File: src/rtl/uart_rx_fifo.sv
// -----------------------------------------------------------------------------
// uart_rx_fifo
// UART receiver clocked entirely by the system clock. A runtime divisor
// produces oversample ticks (OSR per bit). Each bit value is a majority vote of
// three samples around mid-bit. Finished frames go into a first-word-fall-
// through FIFO, together with their parity and framing error flags. The FIFO
// is drained over a valid/ready interface.
//
// Ports
//   clk, rst        system clock, synchronous active-high reset
//   en              receiver enable (0 aborts any frame in progress)
//   divisor         clk cycles per oversample tick (0/1 behave as 2)
//   length          data bits per frame, clamped to 5..DATA_W
//   parity_en       parity bit present
//   parity_odd      1 = odd parity, 0 = even parity
//   stop2           two stop bits checked
//   rx              asynchronous serial input, idle high
//   m_data          head-of-FIFO data, right-justified (0 when empty)
//   m_perr, m_ferr  head-of-FIFO parity / framing error (0 when empty)
//   m_valid         FIFO not empty
//   m_ready         consumer accepts the head entry
//   overrun         one-cycle pulse: a finished frame was dropped (FIFO full)
//   busy            receiver FSM is not idle
//   level           FIFO occupancy
// -----------------------------------------------------------------------------
module uart_rx_fifo #(
    parameter int DATA_W     = 8,
    parameter int OSR        = 16,
    parameter int DIV_W      = 16,
    parameter int FIFO_DEPTH = 8
) (
    input  logic                              clk,
    input  logic                              rst,
    input  logic                              en,
    input  logic [DIV_W-1:0]                  divisor,
    input  logic [3:0]                        length,
    input  logic                              parity_en,
    input  logic                              parity_odd,
    input  logic                              stop2,
    input  logic                              rx,
    output logic [DATA_W-1:0]                 m_data,
    output logic                              m_perr,
    output logic                              m_ferr,
    output logic                              m_valid,
    input  logic                              m_ready,
    output logic                              overrun,
    output logic                              busy,
    output logic [$clog2(FIFO_DEPTH+1)-1:0]   level
);

    localparam int OS_W  = $clog2(OSR);
    localparam int PTR_W = $clog2(FIFO_DEPTH);
    localparam int LVL_W = $clog2(FIFO_DEPTH + 1);
    localparam int ENT_W = DATA_W + 2;

    localparam logic [OS_W-1:0]  OS_ONE   = OS_W'(1);
    localparam logic [OS_W-1:0]  OS_SAMP0 = OS_W'(OSR / 2 - 1);
    localparam logic [OS_W-1:0]  OS_SAMP1 = OS_W'(OSR / 2);
    localparam logic [OS_W-1:0]  OS_VOTE  = OS_W'(OSR / 2 + 1);
    localparam logic [OS_W-1:0]  OS_LAST  = OS_W'(OSR - 1);
    localparam logic [3:0]       LEN_MIN  = 4'd5;
    localparam logic [3:0]       LEN_MAX  = 4'(DATA_W);
    localparam logic [DIV_W-1:0] DIV_MIN  = DIV_W'(2);
    localparam logic [DIV_W-1:0] DIV_ONE  = DIV_W'(1);
    localparam logic [PTR_W-1:0] PTR_ONE  = PTR_W'(1);
    localparam logic [LVL_W-1:0] LVL_ONE  = LVL_W'(1);
    localparam logic [LVL_W-1:0] LVL_FULL = LVL_W'(FIFO_DEPTH);

    typedef enum logic [2:0] {
        ST_IDLE   = 3'd0,
        ST_START  = 3'd1,
        ST_DATA   = 3'd2,
        ST_PARITY = 3'd3,
        ST_STOP1  = 3'd4,
        ST_STOP2  = 3'd5,
        ST_PUSH   = 3'd6
    } state_t;

    // Majority of three samples.
    function automatic logic maj3(input logic a, input logic b, input logic c);
        return (a & b) | (a & c) | (b & c);
    endfunction

    // Parity error: XOR over data and parity bit must equal the odd flag.
    function automatic logic parity_err(input logic [DATA_W-1:0] data,
                                        input logic              pbit,
                                        input logic              odd);
        return ((^data) ^ pbit) != odd;
    endfunction

    // ------------------------------------------------------------------ regs
    logic                r_rx_meta;
    logic                r_rx_s;
    logic [DIV_W-1:0]    r_tick_cnt;
    state_t              r_state;
    logic [OS_W-1:0]     r_os_cnt;     // index of the next tick within the bit
    logic [3:0]          r_bit_cnt;
    logic [1:0]          r_samp;
    logic [DATA_W-1:0]   r_data;
    logic                r_perr;
    logic                r_ferr;
    logic [3:0]          r_len;
    logic                r_par_en;
    logic                r_par_odd;
    logic                r_stop2;
    logic                r_busy;

    logic [ENT_W-1:0]    r_mem [FIFO_DEPTH];
    logic [PTR_W-1:0]    r_wptr;
    logic [PTR_W-1:0]    r_rptr;
    logic [LVL_W-1:0]    r_level;
    logic                r_m_valid;
    logic [DATA_W-1:0]   r_m_data;
    logic                r_m_perr;
    logic                r_m_ferr;
    logic                r_overrun;

    // ----------------------------------------------------------------- wires
    logic [DIV_W-1:0]    w_div_last;
    logic                w_tick;
    logic                w_vote_tick;
    logic                w_end_tick;
    logic                w_vote;
    logic [3:0]          w_len_clamp;
    logic [DATA_W-1:0]   w_vote_bit;

    logic                w_full;
    logic                w_pop;
    logic                w_push_req;
    logic                w_wr;
    logic                w_ovr;
    logic [PTR_W-1:0]    w_rptr_nxt;
    logic [LVL_W-1:0]    w_level_nxt;
    logic [ENT_W-1:0]    w_wdata;
    logic [ENT_W-1:0]    w_head_nxt;

    // Two-flop synchroniser for the asynchronous serial input.
    always_ff @(posedge clk) begin
        if (rst) begin
            r_rx_meta <= 1'b1;
            r_rx_s    <= 1'b1;
        end else begin
            r_rx_meta <= rx;
            r_rx_s    <= r_rx_meta;
        end
    end

    assign w_div_last  = ((divisor < DIV_MIN) ? DIV_MIN : divisor) - DIV_ONE;
    assign w_tick      = (r_state != ST_IDLE) && (r_tick_cnt >= w_div_last);
    assign w_vote_tick = w_tick && (r_os_cnt == OS_VOTE);
    assign w_end_tick  = w_tick && (r_os_cnt == OS_LAST);
    // The third sample is taken live on the vote tick.
    assign w_vote      = maj3(r_samp[0], r_samp[1], r_rx_s);
    assign w_vote_bit  = {{(DATA_W-1){1'b0}}, w_vote};

    // Clamp the requested frame length into the supported range.
    always_comb begin
        w_len_clamp = length;
        if (length < LEN_MIN) begin
            w_len_clamp = LEN_MIN;
        end else if (length > LEN_MAX) begin
            w_len_clamp = LEN_MAX;
        end else begin
            w_len_clamp = length;
        end
    end

    // Oversample tick divider; held at zero while idle so each frame starts aligned.
    always_ff @(posedge clk) begin
        if (rst) begin
            r_tick_cnt <= {DIV_W{1'b0}};
        end else if (r_state == ST_IDLE) begin
            r_tick_cnt <= {DIV_W{1'b0}};
        end else if (r_tick_cnt >= w_div_last) begin
            r_tick_cnt <= {DIV_W{1'b0}};
        end else begin
            r_tick_cnt <= r_tick_cnt + DIV_ONE;
        end
    end

    // Receiver FSM: frame bit sequencing, sampling and error accumulation.
    // The start-edge detection cycle counts as tick 0 of the start bit, so
    // tick i of every bit lands i*divisor cycles after the bit edge and the
    // three vote samples straddle the bit centre.
    always_ff @(posedge clk) begin
        if (rst) begin
            r_state   <= ST_IDLE;
            r_os_cnt  <= {OS_W{1'b0}};
            r_bit_cnt <= 4'd0;
            r_samp    <= 2'b11;
            r_data    <= {DATA_W{1'b0}};
            r_perr    <= 1'b0;
            r_ferr    <= 1'b0;
            r_len     <= LEN_MIN;
            r_par_en  <= 1'b0;
            r_par_odd <= 1'b0;
            r_stop2   <= 1'b0;
            r_busy    <= 1'b0;
        end else if (!en) begin
            r_state   <= ST_IDLE;
            r_os_cnt  <= {OS_W{1'b0}};
            r_bit_cnt <= 4'd0;
            r_busy    <= 1'b0;
        end else begin
            if (w_tick) begin
                if (r_os_cnt == OS_SAMP0) begin
                    r_samp[0] <= r_rx_s;
                end
                if (r_os_cnt == OS_SAMP1) begin
                    r_samp[1] <= r_rx_s;
                end
                r_os_cnt <= (r_os_cnt == OS_LAST) ? {OS_W{1'b0}} : r_os_cnt + OS_ONE;
            end
            case (r_state)
                ST_IDLE: begin
                    if (!r_rx_s) begin
                        r_state   <= ST_START;
                        r_busy    <= 1'b1;
                        r_os_cnt  <= OS_ONE;
                        r_bit_cnt <= 4'd0;
                        r_data    <= {DATA_W{1'b0}};
                        r_perr    <= 1'b0;
                        r_ferr    <= 1'b0;
                        r_len     <= w_len_clamp;
                        r_par_en  <= parity_en;
                        r_par_odd <= parity_odd;
                        r_stop2   <= stop2;
                    end
                end
                ST_START: begin
                    if (w_vote_tick && w_vote) begin
                        // Start bit did not hold low: treat as a glitch.
                        r_state <= ST_IDLE;
                        r_busy  <= 1'b0;
                    end else if (w_end_tick) begin
                        r_state <= ST_DATA;
                    end
                end
                ST_DATA: begin
                    if (w_vote_tick) begin
                        r_data <= r_data | (w_vote_bit << r_bit_cnt);
                    end
                    if (w_end_tick) begin
                        if (r_bit_cnt == (r_len - 4'd1)) begin
                            r_state <= r_par_en ? ST_PARITY : ST_STOP1;
                        end else begin
                            r_bit_cnt <= r_bit_cnt + 4'd1;
                        end
                    end
                end
                ST_PARITY: begin
                    if (w_vote_tick) begin
                        r_perr <= parity_err(r_data, w_vote, r_par_odd);
                    end
                    if (w_end_tick) begin
                        r_state <= ST_STOP1;
                    end
                end
                ST_STOP1: begin
                    if (w_vote_tick) begin
                        r_ferr <= r_ferr | ~w_vote;
                        // Single stop bit: push immediately so the next
                        // start edge is never missed.
                        if (!r_stop2) begin
                            r_state <= ST_PUSH;
                        end
                    end else if (w_end_tick && r_stop2) begin
                        r_state <= ST_STOP2;
                    end
                end
                ST_STOP2: begin
                    if (w_vote_tick) begin
                        r_ferr  <= r_ferr | ~w_vote;
                        r_state <= ST_PUSH;
                    end
                end
                ST_PUSH: begin
                    r_state <= ST_IDLE;
                    r_busy  <= 1'b0;
                end
                default: begin
                    r_state <= ST_IDLE;
                    r_busy  <= 1'b0;
                end
            endcase
        end
    end

    // ------------------------------------------------------------------ FIFO
    assign w_full     = (r_level == LVL_FULL);
    assign w_pop      = r_m_valid & m_ready;
    assign w_push_req = (r_state == ST_PUSH);
    // A full FIFO still accepts the frame when a pop frees a slot this cycle.
    assign w_wr       = w_push_req & (~w_full | w_pop);
    assign w_ovr      = w_push_req & ~w_wr;
    assign w_rptr_nxt = w_pop ? (r_rptr + PTR_ONE) : r_rptr;
    assign w_wdata    = {r_perr, r_ferr, r_data};

    // Next occupancy from the write/pop pair.
    always_comb begin
        w_level_nxt = r_level;
        case ({w_wr, w_pop})
            2'b10:   w_level_nxt = r_level + LVL_ONE;
            2'b01:   w_level_nxt = r_level - LVL_ONE;
            default: w_level_nxt = r_level;
        endcase
    end

    // Next head entry; the entry being written is forwarded when it becomes the head.
    always_comb begin
        w_head_nxt = {ENT_W{1'b0}};
        if (w_level_nxt == {LVL_W{1'b0}}) begin
            w_head_nxt = {ENT_W{1'b0}};
        end else if (w_wr && (r_wptr == w_rptr_nxt)) begin
            w_head_nxt = w_wdata;
        end else begin
            w_head_nxt = r_mem[w_rptr_nxt];
        end
    end

    // Frame storage; contents are only observed through valid entries.
    always_ff @(posedge clk) begin
        if (w_wr) begin
            r_mem[r_wptr] <= w_wdata;
        end
    end

    // FIFO pointers, occupancy and registered head/status outputs.
    always_ff @(posedge clk) begin
        if (rst) begin
            r_wptr    <= {PTR_W{1'b0}};
            r_rptr    <= {PTR_W{1'b0}};
            r_level   <= {LVL_W{1'b0}};
            r_m_valid <= 1'b0;
            r_m_data  <= {DATA_W{1'b0}};
            r_m_perr  <= 1'b0;
            r_m_ferr  <= 1'b0;
            r_overrun <= 1'b0;
        end else begin
            if (w_wr) begin
                r_wptr <= r_wptr + PTR_ONE;
            end
            r_rptr    <= w_rptr_nxt;
            r_level   <= w_level_nxt;
            r_m_valid <= (w_level_nxt != {LVL_W{1'b0}});
            r_m_perr  <= w_head_nxt[ENT_W-1];
            r_m_ferr  <= w_head_nxt[ENT_W-2];
            r_m_data  <= w_head_nxt[DATA_W-1:0];
            r_overrun <= w_ovr;
        end
    end

    assign m_data  = r_m_data;
    assign m_perr  = r_m_perr;
    assign m_ferr  = r_m_ferr;
    assign m_valid = r_m_valid;
    assign overrun = r_overrun;
    assign busy    = r_busy;
    assign level   = r_level;

endmodule

File: config.mk
export PLATFORM = sky130hd
export DESIGN_NAME = uart_rx_fifo
export DESIGN_NICKNAME = d
export VERILOG_FILES = /design/src/rtl/uart_rx_fifo.sv
export SDC_FILE = /design/constraint.sdc
export NUM_CORES = 1
export LEC_CHECK = 0
export BUFFER_PORTS_ARGS = -buffer_cell sky130_fd_sc_hd__buf_4
export CAP_MARGIN = 15
export CORE_MARGIN = 4
export CORE_UTILIZATION = 40
export DETAILED_ROUTE_END_ITERATION = 10
export GPL_ROUTABILITY_DRIVEN = 1
export PLACE_DENSITY = 0.66
export SLEW_MARGIN = 25
export SYNTH_ARGS = -nofsm -noshare
export SYNTH_HDL_FRONTEND = slang
export SYNTH_SLANG_ARGS = --single-unit
File: constraint.sdc
create_clock -name clk -period 8.97 [get_ports clk]
set_clock_uncertainty 0.05 [all_clocks]
set_input_delay 1.794 -clock clk [delete_from_list [all_inputs] [get_ports clk]]
set_output_delay 1.794 -clock clk [all_outputs]
set_load 0.01 [all_outputs]
==> results.md, run 1 <==
- Hold path depth: 1
- First drt pass iteration count: 4
- Detailed-route vias per instance: around 5.3
- Setup TNS: 0 ps
- Post-CTS Setup Inserts: 0
- Avg Inst Size Synth: 11.7 um^2
- Max_cap viols: 0
- Via count: 4756
- Mapped Area: 7250 um^2
- Slew Viols, Final: 0
- Port bufs: between 40 and 50
- Area grow syn2layout: 15.5%
- Most used DFF post-synth: edfxtp_1
- Layout cells sized above 1: 0.184
- R2r endpoint: m_data[7]
- Clk pwr share: 0.476
- Hold Fails Final Rpt: 0
- Power per cell area: about 170 nW/um^2
- DP Worst Slack: between 1500 and 2000 ps
- Core Box Area: 17500 um^2
- Inserted Diodes: 0
- Routed Antenna Nets: 0
- Hold path startpoint: r_rx_meta
- R2r startpoint: r_state[1]
- Residual DRC: 0
- Critical path type: in -> reg
- Count of flip-flops with a built-in enable after synthesis: 80
- Num CTS Buffers: 17
- Hpwl dp: just over 10000 um
- Hold Path Class: reg -> reg
- Switching Power: 289 uW
- Total global routing overflow: 0
- Worst Hold Endpoint: r_rx_s
- Relative slew slack: 0.305
- Starting Density: 0.413
- Asr flop ratio synth: 0
- Register-to-Register Path Depth: 13
- FP Rows: 48
- Outcome: completed
- Maximum VDD drop: 154 uV
- Vias in the first global route: 4761
- Gpl congestion: 0.859
- Synth Register Bits: 151
- Net Sw Frac: 0.199
- Commonest cells after routing, fill and taps aside: edfxtp_1 (80), dfxtp_1 (71), nor2_1 (56), nand2_1 (51), buf_4 (47)
- Clock sinks: ~150
- First-pass GRT wire length: between 20000 and 25000 um
- H-tree level count: 4
- Largest net degree at the start of global routing: 27
- Endpoints failing setup: 0
- Mapped Nets: around 680
- Leak pwr: 0.00318 uW
- GRT Util Overall: 0.145
- Achievable Freq: ~150 MHz
- Multi-input gate area: around 3300 um^2
- Clock Path Buffers: 2
- Sequential share of power: 0.498
- Final worst slack: around 2400 ps
- Nets: around 700
- RSZ-0062 raised after global routing: no
- CP startpoint kind: input port
- Cts hold-fix bufs: 0
- # fillers: approximately 1600
- Pint: 1160 uW
- Worst Path Arrival: about 6800 ps
- Critical Path RT: about 9300 ps
- Hold_ws: 356 ps
- Register area: approximately 3800 um^2
- R2r setup slk: ~5500 ps
- Minimum clock period: about 6600 ps
- CTS tree: yes
- Post-synth cell types: 67
- Initial DRC count: 389
- Clock root cell: clkbuf_16
- Sequential area share after synthesis: 0.527
- Resized Gates After CTS: 0
- Logic pwr share: 0.026
- CP Capture Type: flop
- Worst slew pin tran: approximately 1000 ps
- Final wirelength: 14300 um
- Final period util: 0.730
- Wirelength per Cell: approximately 16 um
- CP max FO: 20
- Syn Inst Count: between 600 and 700
- DIE AREA: approximately 20000 um^2
- Die Wd: ~140 um
- Ys Warns: 0
- Die height: 143 um
- Worst-path clk slew: 50 ps
- Most common cell after layout, fill and taps aside: edfxtp_1
- Worst-Skew Late Latency: between 400 and 500 ps
- Initial antenna violation count: 0
- IO Pins: 45
[Yosys cell counts, types with 3 or more instances]
library cell,number,area [um^2]
edfxtp_1,80,2400
and3_1,8,50.1
a21o_1,6,45.0
a21oi_1,15,75.1
and4_1,5,43.8
a211oi_1,14,105
nand2b_1,12,75.1
nand3_1,20,100
nor3b_1,5,37.5
nand4_1,9,56.3
clkbuf_1,19,71.3
mux2i_1,18,180
o21ai_0,12,60.1
nor2_1,56,210
nor4_1,4,25.0
or2_2,6,37.5
nor3_1,9,45.0
inv_1,19,71.3
o21a_1,3,22.5
o31ai_1,4,30.0
ha_1,28,350
nand2_1,51,191
o22ai_1,3,18.8
nor2_4,8,90.1
xor2_1,29,254
mux4_2,20,450
nor2b_1,6,37.5
dfxtp_1,71,1420
a311oi_1,3,26.3
xnor2_1,20,175
or3_1,6,37.5
buf_2,5,25.0
[worst max-delay path by stage]
stage / endpoint / depth (start not counted) / slack (ps) / start
after global routing: r_tick_cnt[4] / 17 / 2030 / divisor[12]
after global placement: r_tick_cnt[9] / 17 / 2200 / divisor[8]
after detailed placement: r_tick_cnt[5] / 17 / 1990 / divisor[8]
after CTS: r_tick_cnt[4] / 17 / 2420 / divisor[8]
after floorplan: r_tick_cnt[6] / 18 / 3010 / divisor[8]
final: r_tick_cnt[4] / 17 / 2420 / divisor[8]
[area by class of cell]
cell class,count,area share
timing repair buffer,47,0.0421
sequential,151,0.457
clock buffer,24,0.0563
inverter,19,0.00852
tap,225,0.0336
clock inverter,8,0.0121
multi-input combinational,419,0.391
[sequential cells by signal, indices dropped and copies added, names as in the netlist, 4 cells and up]
signal	flops
level	4
m_data	8
r_bit_cnt	4
r_data	8
r_len	4
r_mem	80
r_os_cnt	4
r_tick_cnt	16
[kinds of logic after synthesis]
family	share of synthesized area
compound gates	0.0841
fa+ha+maj	0.0525
mux	0.0870
xor+xnor	0.0623
simple gates	0.157
buf+inv	0.0295
flops	0.527
[critical path, stage by stage]
cell and delay [ps]:
buf_4 120, or3_1 390, and4b_1 340, nand2_1 70, o21ai_0 260, ha_1 260, nand3b_1 140, or3_1 380
or3_1 330, xor2_1 150, ha_1 260, and2_1 180, a221o_1 300, a221o_1 390, a21o_1 390, or3_1 820
nor2_1 230
[metal layers]
| layer | routed length, um | up-vias | share of wire | global-route usage |
|---|---|---|---|---|
| li1 | - | 2357 | - | - |
| met1 | 6540 | 2314 | 0.46 | 0.186 |
| met2 | 7110 | 72 | 0.50 | 0.242 |
| met3 | 514 | 13 | 0.036 | 0.0422 |
| met4 | 144 | 0 | 0.010 | 0.0385 |
| met5 | 0 | - | 0 | 0 |
[power by group through the flow]
stage / clock network (uW) / logic, uW / registers (uW)
6_report: 691 / 38.2 / 723
5_1_grt: 732 / 42.9 / 723
4_1_cts: 701 / 38.7 / 723
3_5_place_dp: 0 / 38.5 / 738
3_3_place_gp: 0 / 37.0 / 738
2_1_floorplan: 0 / 21.2 / 737
[stage by stage]
| stage | area (um^2) | power [uW] | cells | utilization |
|---|---|---|---|---|
| after detailed placement | 7800 | 776 | 861 | 0.445 |
| after floorplan | 7250 | 758 | 618 | - |
| after CTS | 8380 | 1460 | 893 | 0.478 |
| after global placement | 7800 | 775 | 861 | 0.445 |
| final | 8380 | 1450 | 893 | 0.478 |
| after global routing | 8380 | 1500 | 893 | 0.478 |
No activity file was read; power rests on OpenSTA's default activity.
==> run 2: changes to the inputs <==
Clock period 8.97 ns to 6.83 ns, I/O delays scaled along.
==> run 2 against run 1 <==
Compared with the run above: critical path depth unchanged; count of clock-buffer cells in the layout down 2; hold slack got worse by 1.6 ps; combinational power is 32% higher; sequential power up 31%; via count rose by 0.15%; clock power is 16% higher; first-iteration DRC count fell by 12%; sequential share of layout area increased by 0.32 points; highest routed layer unchanged.
==> results.md, run 2 (same netlist as run 1, synthesis figures left out) <==
- Outcome: completed (unchanged)
- CTS tree: yes (unchanged)
- CP cell instances: buf_4 > or3_1 > and4b_1 > nand2_1 > o21ai_0 > ha_1 > nand3b_1 > or3_1 > or3_1 > xor2_1 > ha_1 > and2_1 > a221o_1 > a221o_1 > a21o_1 > or3_1 > nor2_1 (unchanged)
- Endpoints failing setup: 0 (unchanged)
- CP most frequent cell: or3_1 (unchanged)
- Hpwl dp: 10200 um (was 10100 um)
- Num CTS Buffers: 17 (unchanged)
- Starting Density: 0.413 (unchanged)
- Initial antenna violation count: 0 (unchanged)
- CP Capture Type: flop (unchanged)
- Number of flip-flops in the largest register: 80 (unchanged)
- Die Wd: 143 um (unchanged)
- Inserted Diodes: 0 (unchanged)
- Die height: 143 um (unchanged)
- Maximum VDD drop: 180 uV (was 154 uV)
- Area grow syn2layout: 14.7% (was 15.5%)
- Worst-path clk slew: 50 ps (about the same)
- Hold_ws: 355 ps (was 356 ps)
- Minimum clock period: 5850 ps
- Core Box Area: 17500 um^2 (unchanged)
- Total global routing overflow: 0 (unchanged)
- FP Rows: 48 (unchanged)
- Wirelength per Cell: 16.1 um (was 16.0 um)
- Clock Path Buffers: 2 (unchanged)
- Crit-path leading delay family: simple AND/OR/NAND/NOR gates (unchanged)
- H-tree level count: 4 (unchanged)
- Dpl cell area: 7810 um^2 (was 7800 um^2)
- Max stage delay on crit path: 710 ps (was 820 ps)
- Achievable Freq: roughly 170 MHz
- Residual DRC: 0 (unchanged)
- RSZ-0062 raised after global routing: no (unchanged)
- Via count: 4763 (was 4756)
- Most common cell after layout, fill and taps aside: edfxtp_1 (unchanged)
- First-pass GRT wire length: 24200 um (was 23600 um)
- Resized Gates After CTS: 0 (unchanged)
- Layout cells sized above 1: 0.184 (about the same)
- Clock root cell: clkbuf_16 (unchanged)
- Gpl congestion: 0.826 (was 0.859)
- Post-CTS Setup Inserts: 0 (unchanged)
- Nets: 713 (was 712)
- Routed Antenna Nets: 0 (unchanged)
- Worst slew pin tran: 1010 ps (was 1040 ps)
- Relative slew slack: 0.330 (was 0.305)
- DIE AREA: 20300 um^2 (unchanged)
- IO Pins: 45 (unchanged)
- Initial DRC count: 341 (was 389)
- First drt pass iteration count: 5 (was 4)
- Largest net degree at the start of global routing: 27 (unchanged)
- CP max-delay cell: or3_1 (unchanged)
- CP startpoint kind: input port (unchanged)
- Vias in the first global route: 4859 (was 4761)
- Slew Viols, Final: 0 (unchanged)
- Setup TNS: 0 ps (unchanged)
- Clock sinks: 151 (unchanged)
- Power per cell area: 217 nW/um^2 (was 173 nW/um^2)
- Largest Register: r_mem (unchanged)
- CP max FO: 16 (was 20)
- Detailed-route vias per instance: 5.33 (about the same)
- GRT Util Overall: 0.150 (was 0.145)
- Worst-Skew Late Latency: 420 ps (about the same)
- Cts hold-fix bufs: 0 (unchanged)
- Critical path type: in -> reg (unchanged)
- Worst Path Arrival: 6140 ps (was 6840 ps)
- Leak pwr: 0.00316 uW (was 0.00318 uW)
- Port bufs: 44 (unchanged)
- Commonest cells after routing, fill and taps aside: edfxtp_1 (80), dfxtp_1 (71), nor2_1 (56), nand2_1 (51), buf_4 (48) (was edfxtp_1 (80), dfxtp_1 (71), nor2_1 (56), nand2_1 (51), buf_4 (47))
- Critical Path RT: 7120 ps (was 9260 ps)
- Final wirelength: 14400 um (was 14300 um)
- Cell area after layout: 8320 um^2 (was 8380 um^2)
- Final period util: 0.857
- Hold Fails Final Rpt: 0 (unchanged)
- WP buf/inv: 1 (unchanged)
- Max_cap viols: 0 (unchanged)
- Hold Path Class: reg -> reg (unchanged)
- Largest regs: r_mem: 80 flops, r_tick_cnt: 16 flops (unchanged)
[run 2: cell count changes in the layout (fill, tap and decap cells not counted), sizes merged]
cell / before / now
clkinv: 4 / 7
buf: 47 / 48
clkinvlp: 2 / 3
bufinv: 2 / 0
clkbuf: 24 / 22
[run 2: worst paths after layout]
| check | from | to | slack, ps | cells after the start |
|---|---|---|---|---|
| min | r_rx_meta | r_rx_s | 350 | 1 |
| min reg2reg | r_rx_meta | r_rx_s | 350 | 1 |
| max | divisor[8] | r_tick_cnt[14] | 980 | 17 |
| max reg2reg | r_state[1] | m_data[1] | 3230 | 13 |
[run 2: worst register-to-register path, stage by stage, from the launching register on]
cell and delay (ps):
dfxtp_1 570, nor2b_1 230, nand2_1 120, nor2b_1 410, inv_1 120, ha_1 290, ha_1 300, a21o_1 180
a21oi_1 180, xnor2_1 150, a21boi_0 130, o31ai_1 360, buf_4 260, a211oi_1 70
[run 2: metrics by stage]
stage | total power, uW | utilization | worst slack, ps | cells
after floorplan | 996 | - | 1300 | 618
after global placement | 1020 | 0.445 | 755 | 862
after detailed placement | 1020 | 0.445 | 585 | 862
after CTS | 1820 | 0.474 | 1010 | 894
after global routing | 1870 | 0.474 | 669 | 894
final | 1800 | 0.474 | 980 | 894
[run 2: routing by layer]
| layer | track usage | vias to the layer above | share of wire |
|---|---|---|---|
| met1 | 0.188 | 2294 | 0.45 |
| li1 | - | 2349 | - |
| met4 | 0.0510 | 0 | 0.014 |
| met3 | 0.0342 | 18 | 0.040 |
| met5 | 0 | - | 0 |
| met2 | 0.255 | 102 | 0.49 |
[run 2: layout make-up]
class                   instances  area [um^2]
inverters                      19         71.3
clock inverters                10         62.6
well taps                     225          282
flip-flops and latches        151         3820
clock buffers                  22          444
repair buffers                 48          360
multi-input cells             419         3270
fillers                      1548         9220
[run 2: power breakdown]
group	internal [uW]	switching (uW)	total, uW
Sequential	948	2.10	950
Clock	460	343	803
Combinational	23.7	26.6	50.3
Total	1430	372	1800
